### src/rtl/parking_meter_timer.sv
// Parking-meter countdown core: accumulates button credits, counts down once per
// second, and presents the remaining time as BCD with a blink/blank control.
module parking_meter_timer #(
    parameter int unsigned TICK_CYCLES = 100000000,
    parameter int unsigned INC_U       = 10,
    parameter int unsigned INC_L       = 180,
    parameter int unsigned INC_R       = 200,
    parameter int unsigned INC_D       = 550
) (
    input  logic        clk,
    input  logic        rst,
    input  logic        pulse_btnu,
    input  logic        pulse_btnl,
    input  logic        pulse_btnr,
    input  logic        pulse_btnd,
    input  logic        sw0,
    input  logic        sw1,
    output logic [15:0] bcd,
    output logic        blank,
    output logic        zero
);

    localparam int unsigned PW        = $clog2(TICK_CYCLES);
    localparam logic [13:0] MAX_COUNT = 14'd9999;

    logic [13:0]   count_q, count_d;
    logic [PW-1:0] presc_q, presc_d;
    logic          phase_q, phase_d;

    logic          tick;
    logic          dec;
    logic [14:0]   inc;
    logic [14:0]   sum;
    logic [13:0]   sat;

    always_comb begin
        tick = (presc_q == PW'(TICK_CYCLES - 1));
        dec  = tick && (count_q != '0);
        inc  = (pulse_btnu ? 15'(INC_U) : '0)
             + (pulse_btnl ? 15'(INC_L) : '0)
             + (pulse_btnr ? 15'(INC_R) : '0)
             + (pulse_btnd ? 15'(INC_D) : '0);
        // 15-bit sum so the saturation compare sees the true overflow
        sum  = {1'b0, count_q} + inc;
        sat  = (sum > {1'b0, MAX_COUNT}) ? MAX_COUNT : sum[13:0];

        count_d = count_q;
        presc_d = presc_q;
        phase_d = phase_q;
        if (sw1) begin
            count_d = 14'd185;
            presc_d = '0;
            phase_d = 1'b0;
        end else if (sw0) begin
            count_d = 14'd15;
            presc_d = '0;
            phase_d = 1'b0;
        end else begin
            count_d = sat - {13'b0, dec};
            presc_d = tick ? '0 : presc_q + PW'(1);
            phase_d = phase_q ^ tick;
        end
    end

    always_ff @(posedge clk) begin
        if (rst) begin
            count_q <= '0;
            presc_q <= '0;
            phase_q <= 1'b0;
        end else begin
            count_q <= count_d;
            presc_q <= presc_d;
            phase_q <= phase_d;
        end
    end

    // Shift-and-add-3 conversion; count never exceeds 9999 so four digits suffice
    always_comb begin
        logic [29:0] dd;
        dd = {16'b0, count_q};
        for (int unsigned i = 0; i < 14; i++) begin
            for (int unsigned j = 0; j < 4; j++) begin
                if (dd[14 + 4*j +: 4] >= 4'd5) begin
                    dd[14 + 4*j +: 4] = dd[14 + 4*j +: 4] + 4'd3;
                end
            end
            dd = dd << 1;
        end
        bcd = dd[29:14];
    end

    always_comb begin
        zero  = (count_q == '0);
        blank = 1'b0;
        if (count_q == '0) begin
            blank = (presc_q >= PW'(TICK_CYCLES / 2));
        end else if (count_q <= 14'd199) begin
            blank = phase_q;
        end
    end

endmodule

### config.mk
export PLATFORM = sky130hd
export DESIGN_NAME = parking_meter_timer
export DESIGN_NICKNAME = d
export VERILOG_FILES = /design/src/rtl/parking_meter_timer.sv
export SDC_FILE = /design/constraint.sdc
export NUM_CORES = 1
export LEC_CHECK = 0
export BUFFER_PORTS_ARGS = -buffer_cell sky130_fd_sc_hd__buf_2
export CAP_MARGIN = 20
export CORE_UTILIZATION = 28
export CTS_CLUSTER_SIZE = 24
export DETAILED_ROUTE_END_ITERATION = 8
export GPL_ROUTABILITY_DRIVEN = 0
export GPL_TIMING_DRIVEN = 0
export SETUP_SLACK_MARGIN = 0.15
export SLEW_MARGIN = 20
export SYNTH_ARGS = -nofsm -noshare
export SYNTH_HDL_FRONTEND = slang
export SYNTH_SLANG_ARGS = --single-unit
### constraint.sdc
create_clock -name clk -period 16.2 [get_ports clk]
set_input_delay 3.24 -clock clk [delete_from_list [all_inputs] [get_ports clk]]
set_output_delay 3.24 -clock clk [all_outputs]
set_load 0.05 [all_outputs]
==> flow_summary_export.csv <==
group,metric,value,unit
yosys,synth_top_flop_cell,"dfxtp_1",
yosys,synth_cell_types,105,
timing,finalHoldViolCount,0,
setup_path,cp-start-kind,"flip-flop",
timing,worstMarginPinSlew,0.662,ns
timing,drv_slew,0,
yosys,synth-edff-count,0,
global_route,grt_pass1_vias,5491,
timing,fin_tns_setup,0,ns
clock_tree,cts_buffers,5,
timing,slew-limit-headroom,54.6,%
setup_path,slowest_stage,"a221o_1",
place,port_buffers,23,
drt,ant_nets,0,
status,status,"finished, final reports clean",
clock_tree,cts_setup_buffers,0,
drt,viasPerCell,5.27,
cells_and_area,syn2layout_area_growth,10.2,%
setup_path,critPathTopFamily,"compound AO/OA/AOI/OAI gates",
drt,drc,0,
drt,first_iter_violations,239,
clock_tree,cts_tree,"done",
drt,routed_wl,14400,um
setup_path,critPathBufInv,12,
yosys,async_flop_share,0,%
drt,wl_per_cell,12.5,um
power_and_ir_drop,powerDensity,81.3,nW/um^2
clock_tree,clk_latency,0.29,ns
global_route,grt_max_degree,15,
timing,fin_ws,2.08,ns
clock_tree,clk_pin_slew,0.07,ns
place,hpwlAfterDp,11200,um
clock_tree,ctsResizeCount,0,
clock_tree,cts.htree.levels,2,
yosys,synth_fp_nets,892,
power_and_ir_drop,peakVddDrop,0.0850,mV
yosys,syn_avg_cell_area,7.41,sq um
clock_tree,holdBufCountCts,0,
die,dieArea,22800,sq um
setup_path,critPathMaxStageDelay,0.45,ns
yosys,synth_area,6210,sq um
cells_and_area,multi_input_area,5030,sq um
setup_path,worst-path-max-fanout,10,
place,place_ws,2.41,ns
drt,vias,6058,
die,start_util,28.5,%
global_route,grt_pass1_wl,25200,um
yosys,yosysSeqAreaShare,13.5,%
timing,setup_viol,0,
yosys,netlist_instances,839,
die,io_pins,26,
setup_path,end_kind,"primary output",
global_route,overflow,0,
setup_path,crit_required,12.96,ns
global_route,grtUsageTotal,12.9,%
clock_tree,cts_root_buffer,"clkbuf_16",
setup_path,crit_path_frequent_cell,"ha_1",
die,die_y,151,um
timing,period_minus_slack,14.12,ns
cells_and_area,num_antenna_cells,0,
worst_hold_path,hp-class,"reg2reg",
cells_and_area,layout-drive-gt1-share,11.7,%
cells_and_area,seqCellArea,841,sq um
die,core_area,21800,sq um
clock_tree,clock_tree.buffer_depth,2,
timing,clock_skew,0.00619,ns
power_and_ir_drop,p_leak,2.62,nW
setup_path,crit_arrival,10.88,ns
timing,timing.fmax,0.0708,GHz
cells_and_area,nNetsFinal,922,
yosys,synth_seq_cells,42,
die,die_x,151,um
yosys,ys_warn_count,0,
timing,rsz0062_at_grt,"false",
clock_tree,cts.sinks,42,
cells_and_area,num-fill-cells,2375,
job,drv_cap,0,
drt,drtPass1Iterations,5,
die,rows,54,
setup_path,path_class,"reg2out",
global_route,antenna_found_initial,0,
timing,period_share,87.2,%
==> registers in the layout, summed over array words and instances, names as in the netlist <==
| name | count |
|---|---|
| phase_q | 1 |
| presc_q | 27 |
| count_q | 14 |
==> path summary, 6_finish.rpt <==
path,from,end,slack (ns),cells past startpoint
setup / recovery,count_q[12]$_SDFF_PP0_,bcd[6],2.08,48
hold / removal,presc_q[0]$_SDFF_PP0_,presc_q[0]$_SDFF_PP0_,0.48,1
setup reg to reg,count_q[2]$_SDFF_PP0_,count_q[13]$_SDFF_PP0_,10.05,25
hold reg to reg,presc_q[0]$_SDFF_PP0_,presc_q[0]$_SDFF_PP0_,0.48,1
==> cells in the mapped netlist (7+ instances only) <==
library cell  number  share of area [%]
dfxtp_1           42                 14
nor2b_1            8               0.81
nand3_1           32                2.6
nand2b_1           9               0.91
clkbuf_1          23                1.4
o22ai_1            7               0.70
mux2i_1           14                2.3
nand4_1           15                1.5
nor2_1           102                6.2
and3_1             7               0.70
or3_1             11                1.1
o21bai_1           7               0.85
a21o_1            11                1.3
xnor2_1           37                5.2
a31oi_1           13                1.3
ha_1              39                7.9
o21ai_1            7               0.56
and2_1            11                1.1
a211oi_1          14                1.7
a21oi_1           53                4.3
nand2_1           63                3.8
xor2_1            29                4.1
buf_2              8               0.64
nor3_1            22                1.8
o31ai_1            7               0.85
inv_1             40                2.4
o211ai_1          13                1.6
o21ai_0           36                2.9
==> worst register-to-register path, stage by stage (launching register included) <==
cell and delay [ns]:
dfxtp_1 0.45, fa_1 0.46, ha_1 0.24, fa_1 0.44, a21o_1 0.21, a21oi_1 0.21
o21bai_1 0.09, a21oi_1 0.23, nor2b_1 0.07, o21ai_0 0.27, xnor2_1 0.24, nor2_1 0.09
a21oi_1 0.23, a21oi_1 0.09, nor2_1 0.12, a221oi_1 0.13, nor2_1 0.15, ha_1 0.18
or3b_2 0.47, or3_1 0.38, or3_1 0.36, nor3_1 0.41, nand3b_1 0.16, o32ai_1 0.24
a21oi_1 0.07, nor2_1 0.10
==> power by group <==
part / total [W] / leakage (nW) / internal, W / switching [W]
clock network: 0.000116 / 0.0760 / 0.0000727 / 0.0000437
registers: 0.000109 / 0.341 / 0.000106 / 0.00000324
logic: 0.000332 / 2.20 / 0.000114 / 0.000218
total: 0.000557 / 2.62 / 0.000292 / 0.000265
==> cells in the final DEF, fill, tap and decap left out, types with 6 or more instances in the layout <==
cell type	n
clkbuf_1	23
o21bai_1	7
ha_1	39
a211oi_1	14
o21ai_0	36
a31oi_1	13
nor2b_1	8
o22ai_1	7
xnor2_1	37
nor2_1	102
xor2_1	29
inv_1	40
o21a_1	6
o31ai_1	7
mux2_2	6
a21oi_1	53
nand2_1	63
and3_1	7
nand2b_1	9
a21o_1	11
nand3_1	32
nand3b_1	6
fa_1	6
mux2i_1	14
o211ai_1	13
buf_2	31
nand4_1	15
a221o_1	6
or3_1	11
nor3_1	22
dfxtp_1	42
and2_1	11
o21ai_1	7
==> cell type report <==
type | count | area share [%]
Multi-Input combinational cell | 715 | 73.4
Sequential cell | 42 | 12.3
Tap cell | 280 | 5.11
Buffer | 37 | 2.56
Inverter | 45 | 2.50
Clock buffer | 5 | 1.83
Timing Repair Buffer | 23 | 1.68
Clock inverter | 3 | 0.658
==> kinds of logic (layout without fill, tap and decap cells) <==
family,count (synthesis),after routing,synth area share [%]
AND/OR/NAND/NOR,324,324,26.2
adder cells (fa/ha/maj),46,46,9.97
multiplexers,26,26,4.85
flip-flops,42,42,13.5
AO/OA/AOI/OAI,248,248,29.0
XOR/XNOR,71,71,10.9
buffers and inverters,82,113,5.58
==> metal layers <==
layer / vias to the layer above / wire (um) / share of wire (%) / track usage [%]
met1: 2792 / 7450 / 52 / 18.2
met5: - / 0 / 0 / 0
met4: 0 / 106 / 0.74 / 2.45
met2: 103 / 6410 / 45 / 21.3
met3: 11 / 403 / 2.8 / 1.23
li1: 3152 / - / - / -
==> stage by stage <==
| stage | utilization, % | hold slack [ns] | area [sq um] | cells | power, W |
|---|---|---|---|---|---|
| finish | 31.4 | 0.479 | 6850 | 1150 | 0.000557 |
| global route | 31.4 | 0.512 | 6850 | 1150 | 0.000601 |
| CTS | 31.4 | 0.479 | 6850 | 1150 | 0.000560 |
| detailed placement | 30.6 | 0.463 | 6680 | 1142 | 0.000441 |
| global placement | 30.6 | 0.461 | 6680 | 1142 | 0.000439 |
| floorplan | - | 0.442 | 6210 | 839 | 0.000381 |
Note: power is estimated with default switching activity, not from simulation.
